## src/rtl/cam_ctrl_pkg.sv

```systemverilog
// Shared definitions for the CAM command sequencer: sizes, command/status codes, FSM states.
package cam_ctrl_pkg;

  localparam int unsigned CAM_NB_MEM    = 14;
  localparam int unsigned CAM_SIZE_ADDR = 4;
  localparam int unsigned CAM_DATA_W    = 8;

  typedef enum logic [1:0] {
    OP_LOOKUP = 2'b00,
    OP_INSERT = 2'b01,
    OP_DELETE = 2'b10,
    OP_FLUSH  = 2'b11
  } op_e;

  typedef enum logic [1:0] {
    ST_OK   = 2'b00,
    ST_MISS = 2'b01,
    ST_DUP  = 2'b10,
    ST_FULL = 2'b11
  } status_e;

  typedef enum logic [2:0] {
    S_INIT,
    S_IDLE,
    S_SEARCH,
    S_EVAL,
    S_WRITE,
    S_RESP
  } state_e;

endpackage

```

## src/rtl/cam_ctrl_if.sv

```systemverilog
// Command and response valid/ready channels of the CAM sequencer.
interface cam_ctrl_if #(
  parameter int unsigned DATA_W    = cam_ctrl_pkg::CAM_DATA_W,
  parameter int unsigned SIZE_ADDR = cam_ctrl_pkg::CAM_SIZE_ADDR
) ();
  import cam_ctrl_pkg::*;

  logic                 cmd_valid;
  logic                 cmd_ready;
  op_e                  cmd_op;
  logic [DATA_W-1:0]    cmd_data;
  logic                 rsp_valid;
  logic                 rsp_ready;
  status_e              rsp_status;
  logic [SIZE_ADDR-1:0] rsp_idx;

  modport master (
    output cmd_valid, cmd_op, cmd_data, rsp_ready,
    input  cmd_ready, rsp_valid, rsp_status, rsp_idx
  );

  modport slave (
    input  cmd_valid, cmd_op, cmd_data, rsp_ready,
    output cmd_ready, rsp_valid, rsp_status, rsp_idx
  );
endinterface

```

## src/rtl/cam_ctrl_free_pick.sv

```systemverilog
// Lowest-index free slot finder over the entry valid bitmap.
module cam_ctrl_free_pick #(
  parameter int unsigned NB_MEM    = cam_ctrl_pkg::CAM_NB_MEM,
  parameter int unsigned SIZE_ADDR = cam_ctrl_pkg::CAM_SIZE_ADDR
) (
  input  logic [NB_MEM-1:0]    valid_i,
  output logic [SIZE_ADDR-1:0] f_o,
  output logic                 none_o
);

  // Scan downwards so the lowest invalid index is the last assignment.
  always_comb begin
    f_o    = '0;
    none_o = 1'b1;
    for (int unsigned i = NB_MEM; i > 0; i--) begin
      if (!valid_i[i-1]) begin
        f_o    = SIZE_ADDR'(i - 1);
        none_o = 1'b0;
      end
    end
  end

endmodule

```

## src/rtl/cam_ctrl.sv

```systemverilog
// Command sequencer for a small CAM: LOOKUP/INSERT/DELETE/FLUSH with a per-entry valid bitmap.
module cam_ctrl import cam_ctrl_pkg::*; #(
  parameter int unsigned NB_MEM    = CAM_NB_MEM,
  parameter int unsigned SIZE_ADDR = CAM_SIZE_ADDR,
  parameter int unsigned DATA_W    = CAM_DATA_W
) (
  input  logic               clk,
  input  logic               rst_n,
  cam_ctrl_if.slave          bus,
  output logic [SIZE_ADDR:0] count,
  output logic               full,
  output logic               empty,
  output logic               cam_enable,
  output logic               cam_write,
  output logic [4:0]         cam_addr,
  output logic [DATA_W-1:0]  cam_data,
  input  logic [4:0]         cam_out,
  input  logic               cam_found
);

  localparam logic [SIZE_ADDR:0] NB_MEM_C = (SIZE_ADDR+1)'(NB_MEM);

  state_e                 state_q, state_d;
  logic [SIZE_ADDR:0]     ptr_q, ptr_d;
  logic [NB_MEM-1:0]      valid_q, valid_d;
  logic [SIZE_ADDR:0]     count_q, count_d;
  op_e                    op_q, op_d;
  logic [DATA_W-1:0]      key_q, key_d;
  status_e                st_q, st_d;
  logic [SIZE_ADDR-1:0]   idx_q, idx_d;
  logic                   cen_q, cen_d, cwr_q, cwr_d;
  logic [4:0]             caddr_q, caddr_d;
  logic [DATA_W-1:0]      cdata_q, cdata_d;
  logic [SIZE_ADDR-1:0]   hit_idx, free_idx;
  logic                   hv, free_none;
  logic                   unused_cam_out;

  cam_ctrl_free_pick #(.NB_MEM(NB_MEM), .SIZE_ADDR(SIZE_ADDR)) u_free_pick (
    .valid_i (valid_q),
    .f_o     (free_idx),
    .none_o  (free_none)
  );

  assign hit_idx        = cam_out[SIZE_ADDR-1:0];
  assign hv             = cam_found && valid_q[hit_idx];
  assign unused_cam_out = ^cam_out;

  // CAM strobes are registered from the next state so they line up with INIT/SEARCH/WRITE
  // and stay low while reset is asserted.
  always_comb begin
    state_d = state_q;
    ptr_d   = ptr_q;
    valid_d = valid_q;
    count_d = count_q;
    op_d    = op_q;
    key_d   = key_q;
    st_d    = st_q;
    idx_d   = idx_q;
    cen_d   = 1'b0;
    cwr_d   = 1'b0;
    caddr_d = '0;
    cdata_d = '0;
    unique case (state_q)
      S_INIT: begin
        if (ptr_q == NB_MEM_C) begin
          state_d = S_IDLE;
        end else begin
          cwr_d   = 1'b1;
          caddr_d = 5'(ptr_q);
          cdata_d = DATA_W'(ptr_q);
          ptr_d   = ptr_q + 1'b1;
        end
      end
      S_IDLE: begin
        if (bus.cmd_valid) begin
          op_d  = bus.cmd_op;
          key_d = bus.cmd_data;
          if (bus.cmd_op == OP_FLUSH) begin
            valid_d = '0;
            count_d = '0;
            st_d    = ST_OK;
            idx_d   = '0;
            state_d = S_RESP;
          end else begin
            cen_d   = 1'b1;
            cdata_d = bus.cmd_data;
            state_d = S_SEARCH;
          end
        end
      end
      S_SEARCH: state_d = S_EVAL;
      S_EVAL: begin
        state_d = S_RESP;
        st_d    = ST_OK;
        idx_d   = hit_idx;
        unique case (op_q)
          OP_LOOKUP: if (!hv) begin st_d = ST_MISS; idx_d = '0; end
          OP_DELETE: begin
            if (hv) begin
              valid_d[hit_idx] = 1'b0;
              count_d          = count_q - 1'b1;
            end else begin
              st_d  = ST_MISS;
              idx_d = '0;
            end
          end
          OP_INSERT: begin
            if (hv) begin
              st_d = ST_DUP;
            end else if (cam_found) begin
              // Key already sits in an invalidated word: revive it, no CAM write.
              valid_d[hit_idx] = 1'b1;
              count_d          = count_q + 1'b1;
            end else if (free_none) begin
              st_d  = ST_FULL;
              idx_d = '0;
            end else begin
              state_d = S_WRITE;
              cwr_d   = 1'b1;
              caddr_d = 5'(free_idx);
              cdata_d = key_q;
            end
          end
          default: ;
        endcase
      end
      S_WRITE: begin
        valid_d[caddr_q[SIZE_ADDR-1:0]] = 1'b1;
        count_d = count_q + 1'b1;
        st_d    = ST_OK;
        idx_d   = caddr_q[SIZE_ADDR-1:0];
        state_d = S_RESP;
      end
      S_RESP: if (bus.rsp_ready) state_d = S_IDLE;
      default: state_d = S_INIT;
    endcase
  end

  always_ff @(posedge clk or negedge rst_n) begin
    if (!rst_n) begin
      state_q <= S_INIT;
      ptr_q   <= '0;
      valid_q <= '0;
      count_q <= '0;
      op_q    <= OP_LOOKUP;
      key_q   <= '0;
      st_q    <= ST_OK;
      idx_q   <= '0;
      cen_q   <= 1'b0;
      cwr_q   <= 1'b0;
      caddr_q <= '0;
      cdata_q <= '0;
    end else begin
      state_q <= state_d;
      ptr_q   <= ptr_d;
      valid_q <= valid_d;
      count_q <= count_d;
      op_q    <= op_d;
      key_q   <= key_d;
      st_q    <= st_d;
      idx_q   <= idx_d;
      cen_q   <= cen_d;
      cwr_q   <= cwr_d;
      caddr_q <= caddr_d;
      cdata_q <= cdata_d;
    end
  end

  assign bus.cmd_ready  = (state_q == S_IDLE);
  assign bus.rsp_valid  = (state_q == S_RESP);
  assign bus.rsp_status = st_q;
  assign bus.rsp_idx    = idx_q;
  assign count          = count_q;
  assign full           = (count_q == NB_MEM_C);
  assign empty          = (count_q == '0);
  assign cam_enable     = cen_q;
  assign cam_write      = cwr_q;
  assign cam_addr       = caddr_q;
  assign cam_data       = cdata_q;

endmodule

```

## src/flat_wrapper.sv

```systemverilog
// flat-port wrapper written by rule: the top's interface ports become plain ports
module cam_ctrl_flat import cam_ctrl_pkg::*;
#(
  parameter int unsigned NB_MEM    = CAM_NB_MEM,
  parameter int unsigned SIZE_ADDR = CAM_SIZE_ADDR,
  parameter int unsigned DATA_W    = CAM_DATA_W
)
  (clk, rst_n, count, full, empty, cam_enable, cam_write, cam_addr, cam_data, cam_out, cam_found, bus_cmd_valid, bus_cmd_op, bus_cmd_data, bus_rsp_ready, bus_cmd_ready, bus_rsp_valid, bus_rsp_status, bus_rsp_idx);
  cam_ctrl_if #(.DATA_W(DATA_W), .SIZE_ADDR(SIZE_ADDR)) bus_i ();
  input  logic clk;
  input  logic rst_n;
  output logic [SIZE_ADDR:0] count;
  output logic full;
  output logic empty;
  output logic cam_enable;
  output logic cam_write;
  output logic [4:0] cam_addr;
  output logic [DATA_W-1:0] cam_data;
  input  logic [4:0] cam_out;
  input  logic cam_found;
  input wire logic [$bits(bus_i.cmd_valid)-1:0] bus_cmd_valid;
  input wire logic [$bits(bus_i.cmd_op)-1:0] bus_cmd_op;
  input wire logic [$bits(bus_i.cmd_data)-1:0] bus_cmd_data;
  input wire logic [$bits(bus_i.rsp_ready)-1:0] bus_rsp_ready;
  output wire logic [$bits(bus_i.cmd_ready)-1:0] bus_cmd_ready;
  output wire logic [$bits(bus_i.rsp_valid)-1:0] bus_rsp_valid;
  output wire logic [$bits(bus_i.rsp_status)-1:0] bus_rsp_status;
  output wire logic [$bits(bus_i.rsp_idx)-1:0] bus_rsp_idx;
  assign bus_i.cmd_valid = bus_cmd_valid;
  assign bus_i.cmd_op = bus_cmd_op;
  assign bus_i.cmd_data = bus_cmd_data;
  assign bus_i.rsp_ready = bus_rsp_ready;
  assign bus_cmd_ready = bus_i.cmd_ready;
  assign bus_rsp_valid = bus_i.rsp_valid;
  assign bus_rsp_status = bus_i.rsp_status;
  assign bus_rsp_idx = bus_i.rsp_idx;
  cam_ctrl #(.NB_MEM(NB_MEM), .SIZE_ADDR(SIZE_ADDR), .DATA_W(DATA_W)) u_core (.clk(clk), .rst_n(rst_n), .bus(bus_i), .count(count), .full(full), .empty(empty), .cam_enable(cam_enable), .cam_write(cam_write), .cam_addr(cam_addr), .cam_data(cam_data), .cam_out(cam_out), .cam_found(cam_found));
endmodule
```

## config.mk

```make
export PLATFORM = sky130hd
export DESIGN_NAME = cam_ctrl_flat
export DESIGN_NICKNAME = d
export VERILOG_FILES = /design/src/rtl/cam_ctrl_pkg.sv /design/src/rtl/cam_ctrl_if.sv /design/src/rtl/cam_ctrl_free_pick.sv /design/src/rtl/cam_ctrl.sv /design/src/flat_wrapper.sv
export SDC_FILE = /design/constraint.sdc
export NUM_CORES = 1
export LEC_CHECK = 0
export ABC_AREA = 1
export CAP_MARGIN = 20
export CORE_MARGIN = 2
export CORE_UTILIZATION = 47
export DETAILED_ROUTE_END_ITERATION = 10
export DONT_BUFFER_PORTS = 1
export REMOVE_ABC_BUFFERS = 1
export SLEW_MARGIN = 5
export SYNTH_ARGS = -nofsm -noshare
export SYNTH_HDL_FRONTEND = slang
export SYNTH_HIERARCHICAL = 1
export SYNTH_SLANG_ARGS = --single-unit
export TNS_END_PERCENT = 5
```

## constraint.sdc

```tcl
create_clock -name clk -period 2.2 [get_ports clk]
set_input_delay 0.33 -clock clk [delete_from_list [all_inputs] [get_ports clk]]
set_output_delay 0.33 -clock clk [all_outputs]
set_load 0.02 [all_outputs]
```

-- After elaboration in Yosys (flattened, before gate mapping)
Cells that the tools add are included.
- add/sub/neg operators: 3
- $lt $le $gt $ge: 4
- equal/unequal tests: 18
- multiplexer cells: 96
- bitwise operators: 5
- reduce and logical (&&, ||, !) cells: 13
- operator list (cell ; count):
    $mux W4 ; 21
    $mux W14 ; 5
    $mux W5 ; 10
    $mux W8 ; 6
    $pmux W14 S3 ; 1
    $or A14 B14 Y14 ; 2
    $pmux W14 S2 ; 1
    $mux W1 ; 27
    $pmux W8 S3 ; 1
    $mux W3 ; 7
    $pmux W5 S2 ; 2
    $pmux W3 S6 ; 1
    $pmux W5 S3 ; 1
    $and A14 B14 Y14 ; 1
    $not A14 Y14 ; 1
    $pmux W4 S3 ; 1
    $add A5 B1 Y5 const B ; 2
    $eq A5 B4 Y1 const B ; 2
    $lt A4 B5 Y1 const B ; 2
    $mux W2 ; 5
    $demux W1 S4 ; 2
    $ge A4 B1 Y1 const B ; 2
    $pmux W4 S2 ; 1
    $reduce_and A7 Y1 ; 1
    23 further kinds ; 34
- register bits: 58
- input port bits: 20
- output and inout bits: 30
- word-level logic and storage cells: 151

-- Depth between registers and ports, before layout
- word-level depth: 19
- mapped depth: 16
- mapped depth without buffers: 15

-- Hierarchy
Netlist, hierarchy kept.
- by module, submodules not included (module ; times used ; cells an instance ; area an instance (um^2) ; sequential area each (um^2)):
    cam_ctrl ; 1 ; 459 ; 3409.5 ; 1451.4
    cam_ctrl_free_pick ; 1 ; 35 ; 161.4 ; 0.0

-- Least setup slack after synthesis
OpenSTA, ideal clock, no wires.
- path type: register -> register
- start point: register u_core.state_q[2]
- end point: register u_core.count_q[3] (netlist: u_core/count[3])
- setup time: 118 ps
- arrival: 1767 ps
- data required time: 2082 ps
- setup slack: 315 ps
- stages on the path, launching flop included: 13
- buffers on the path: 2
- period minus slack after synthesis: 1885 ps
- path through: dfrtp_1 -> inv_2 -> nand2_2 -> nor2_1 -> inv_1 -> nor2_1 -> a21oi_2 -> nand2_2 -> nor2_4 -> buf_6 -> buf_6 -> nand3_1 -> nand2_1
- cells in the longest elaborated chain, start to end: 3
- elaborated cells between the ends (all ways): 12
- those cells by class: eq/ne (9); mux (1); reduce/logical (2)
- RTL lines (item ; RTL line ; RTL):
    start, declared ; cam_ctrl.sv:23 ; state_e state_q, state_d;
    start signal, assigned ; cam_ctrl.sv:154 ; state_q <= state_d;
    $eq A3 B1 Y1 (*) ; - ;
    via bus_cmd_ready ; flat_wrapper.sv:25 ; output wire logic [$bits(bus_i.cmd_ready)-1:0] bus_cmd_ready;
    $ne A2 B1 Y1 (no line) (tied with other cells) ; - ;
    $reduce_and A7 Y1 (no line) ; - ;
    end signal, assigned ; cam_ctrl.sv:157 ; count_q <= count_d;
    end, declared ; cam_ctrl.sv:26 ; logic [SIZE_ADDR:0] count_q, count_d;
Mark *: on every way through the listed nets, which the timed path passes. The rest lies on a longest branch.
A chain may end at the register's enable or synchronous reset.

-- Worst setup path in the final report
- start point: register u_core.valid_q[0]
- end point: register u_core.idx_q[1] (netlist: u_core/bus.rsp_idx[1])
- cells in the longest elaborated chain, start to end: 6
- elaborated cells between the ends (all ways): 10
- those cells by class: mux (9); reduce/logical (1)
- RTL lines (item ; RTL line ; RTL):
    start, declared ; cam_ctrl.sv:25 ; logic [NB_MEM-1:0] valid_q, valid_d;
    start signal, assigned ; cam_ctrl.sv:156 ; valid_q <= valid_d;
    $mux W1 ; cam_ctrl_free_pick.sv:16 ; if (!valid_i[i-1]) begin
    via u_core.free_none ; cam_ctrl.sv:35 ; logic hv, free_none;
    $mux W4 ; cam_ctrl.sv:114 ; end else if (free_none) begin
    $mux W4 ; cam_ctrl.sv:110 ; end else if (cam_found) begin
    $mux W4 ; cam_ctrl.sv:108 ; if (hv) begin
    $pmux W4 S2 ; cam_ctrl.sv:96 ; unique case (op_q)
    $pmux W4 S3 ; cam_ctrl.sv:63 ; unique case (state_q)
    end signal, assigned ; cam_ctrl.sv:161 ; idx_q <= idx_d;
    end, declared ; cam_ctrl.sv:30 ; logic [SIZE_ADDR-1:0] idx_q, idx_d;
The timed path passes the listed nets, and every way through them passes these cells. The select of a mux whose other input is x is not followed.

==> run metrics <==
initial antenna violation count 0; CTS tree built; post-route minimum period approximately 2.0 ns; starting density of the core between 40% and 50%; Total GRT Usage 23.39%; clock share of power between 20% and 30%; EDFF count, synth 0; Clk Latency, worst-skew pair about 0.34 ns; core area about 0.0073 mm^2; Hold WC Path Type in2reg; Final Cycle Share roughly nine tenths; Routed Antenna Nets 0; H-tree lvl count 3; Die Y 91.17 um; Seq pwr share 40.5%; Core Util, Final between 50% and 60%; Worst Path Required about 2.4 ns; number of core rows 31; PortBufs 0; Fillers roughly 750; leak pwr between 1.5 and 2 nW; RSZ-0062 raised after global routing no; Post-synth ARST share 100.0%; Bufs on Longest Clock Path 2; CP startpoint u_core/valid_q[0]; Sink Count 58; die width between 90 and 100 um; crit-path cells inv_1 > nor4_2 > nand2_1 > nor4_1 > inv_1 > nor2_1 > nand2_1 > nand4_1 > nand3_1; Non-Filler Instances between 600 and 700; Storage cell area roughly 0.0015 mm^2; switch share ~48%; register area share after synthesis around two fifths; final net count approximately 530; Antenna Cells 0; initial drt markers ~260; min-delay src bus_cmd_data[6]; IO Count 50; cell count after placement about 600; P_int about 2.6 mW; final worst slack about 0.20 ns; vias approximately 3300; Max Slew Vio Count 0; CP startpoint kind register; Placer Congestion ~0.9; overflow left after global routing 0; Max-slew headroom between 60% and 70%; vias in the first global route roughly 3100; setup tns final 0 ns; r2r startpoint u_core/valid_q[0]; Slew @ Worst Pin 0.5536 ns; DRT Pass-1 Iters 5; Net Switching about 2.4 mW; Root Buffer clkbuf_8; CP arrival roughly 2.2 ns; Critical Path Sink Type register; drt total wl between 9 and 10 mm; Gate power share between 30% and 40%; Synth warnings 6; Mapped Cells about 490; Bufs and invs on worst path 2; Max Freq 500.5 MHz; slowest CP cell dfrtp_1; largest net degree at the start of global routing slightly below 60; DR WL/cell approximately 15 um; Post-Synthesis Cell Area about 0.0036 mm^2; DRC 0; Via density ~5.4; Distinct cells, synth 33; first-pass GRT wire length 15.31 mm; Multi-input gate area 0.001826 mm^2; power per cell area between 1000 and 1500 mW/mm^2; total CTS buffers 9; critical path class reg2reg; Max Cap Viol 0; pre-CTS WS approximately 0.16 ns; Post-synth top flop dfrtp_1; crit-path max FO 5; status finished clean; Die Footprint 0.008311 mm^2; layout cells sized above 1 between 10% and 20%; Post-Syn Area per Cell a little over 7 um^2; Final Hold Fails 0; Final Setup Violations 0; clk_skew around 0.011 ns; Synth-to-Final Area Change 9.951%; Reg clk slew, reported paths 0.07 ns; synthesized flop and latch total 58; max incr delay on CP ~0.42 ns; dpl hpwl 6.324 mm; family with the most delay on the worst path simple AND/OR/NAND/NOR gates; largest vdd supply drop ~0.6 mV
[synthesized netlist by cell type (3+ instances only)]
master | number | area (um^2)
nand2_1 | 169 | 634.4
dfrtp_1 | 58 | 1451
inv_1 | 48 | 180.2
o21ai_0 | 46 | 230.2
nand3_1 | 41 | 205.2
nor2_1 | 30 | 112.6
a21oi_1 | 19 | 95.09
clkbuf_1 | 6 | 22.52
ha_1 | 6 | 75.07
nand4_1 | 6 | 37.54
nor3_1 | 6 | 30.03
nand2_2 | 5 | 31.28
nand3_2 | 5 | 50.05
nor2_2 | 5 | 31.28
o221ai_1 | 5 | 43.79
buf_6 | 4 | 45.04
inv_2 | 4 | 15.01
nor2_4 | 4 | 45.04
xnor2_1 | 4 | 35.03
xor2_1 | 4 | 35.03
o22ai_1 | 3 | 18.77
[worst reg2reg max path, delay by kind of cell, from the launching register on]
kind / cells / cell delay [ns]
simple gates: 7 / 1.22
flops: 1 / 0.42
buf+inv: 2 / 0.24
[flip-flops by register name, indices dropped and copies added (netlist names)]
register               cells
u_core/key_q               8
u_core/bus.rsp_idx         4
u_core/op_q                2
u_core/cam_write           1
u_core/count               5
u_core/state_q             3
u_core/ptr_q               5
u_core/cam_data            8
u_core/valid_q            14
u_core/cam_enable          1
u_core/bus.rsp_status      2
u_core/cam_addr            5
[per-stage QoR]
step                power, mW  hold WS (ns)  cell area [um^2]
finish                  5.016        0.1067              3926
global route            5.399        0.1035              3926
CTS                     5.023       0.08809              3918
detailed placement      3.945       0.03592              3677
global placement        3.914       0.03622              3677
floorplan               3.345       0.03441              3463
[routing by layer]
layer	GRT usage [%]	up-vias	wire length [um]
met5	0	-	0
met4	10.23	0	233
met3	5.394	21	520
met2	36.67	95	4367
met1	30.99	1540	4212
li1	-	1628	-
[layout make-up]
| type | count | share of cell area, % |
|---|---|---|
| sequential | 58 | 36.97 |
| inverter | 52 | 4.971 |
| multi-input combinational | 371 | 46.49 |
| clock buffer | 10 | 3.505 |
| timing repair buffer | 14 | 3.250 |
| clock inverter | 6 | 1.657 |
| tap | 99 | 3.155 |
[power groups by stage]
stage | Sequential, mW | Clock [mW] | Combinational [mW]
floorplan | 1.93 | 0 | 1.41
global placement | 2.05 | 0 | 1.86
detailed placement | 2.05 | 0 | 1.89
CTS | 2.04 | 1.05 | 1.94
global route | 2.09 | 1.09 | 2.21
finish | 2.03 | 1.02 | 1.96
[layout by cell type, fill, tap and decap left out, types with 2 or more instances in the layout]
master and n:
nand3_1 41, o22ai_1 3, ha_1 6, o21ai_0 46, nand2_4 2, xnor2_1 4
a21oi_2 2, nand3_2 5, a21oi_1 19, nand2_2 5, a31oi_1 2, nor2_2 7
nor2_1 29, dfrtp_1 58, xor2_1 4, nand2_1 169, nand4_1 6, o221ai_1 5
nor3_1 6, inv_1 48, inv_2 4, clkbuf_8 10, nor2_4 4, clkinv_2 2
buf_4 12
[path summary, 6_finish.rpt]
kind	endpoint	slack, ns	cells after the start
setup / recovery	u_core/bus.rsp_idx[1]	0.20	9
hold / removal	u_core/key_q[6]	0.11	2
setup reg to reg	u_core/bus.rsp_idx[1]	0.20	9
hold reg to reg	u_core/key_q[6]	0.47	2
max in group asynchronous	u_core/cam_data[4]	1.40	2
min in group asynchronous	u_core/count[2]	0.52	2
[repair_timing]
action | 4_1_cts | 5_1_grt
resized for setup | 0 | 1
setup buffers | 0 | 0
hold endpoints to repair | 58 | 0
setup endpoints to repair | 0 | 7
hold buffers | 2 | 0
[cells by family after synthesis]
group	count (synthesis)	synth area share (%)
compound gates	81	12.68
xor+xnor	8	1.962
fa+ha+maj	6	2.102
buf+inv	66	8.479
flops	58	40.64
simple gates	275	34.13
(Power assumes the default switching activity.)
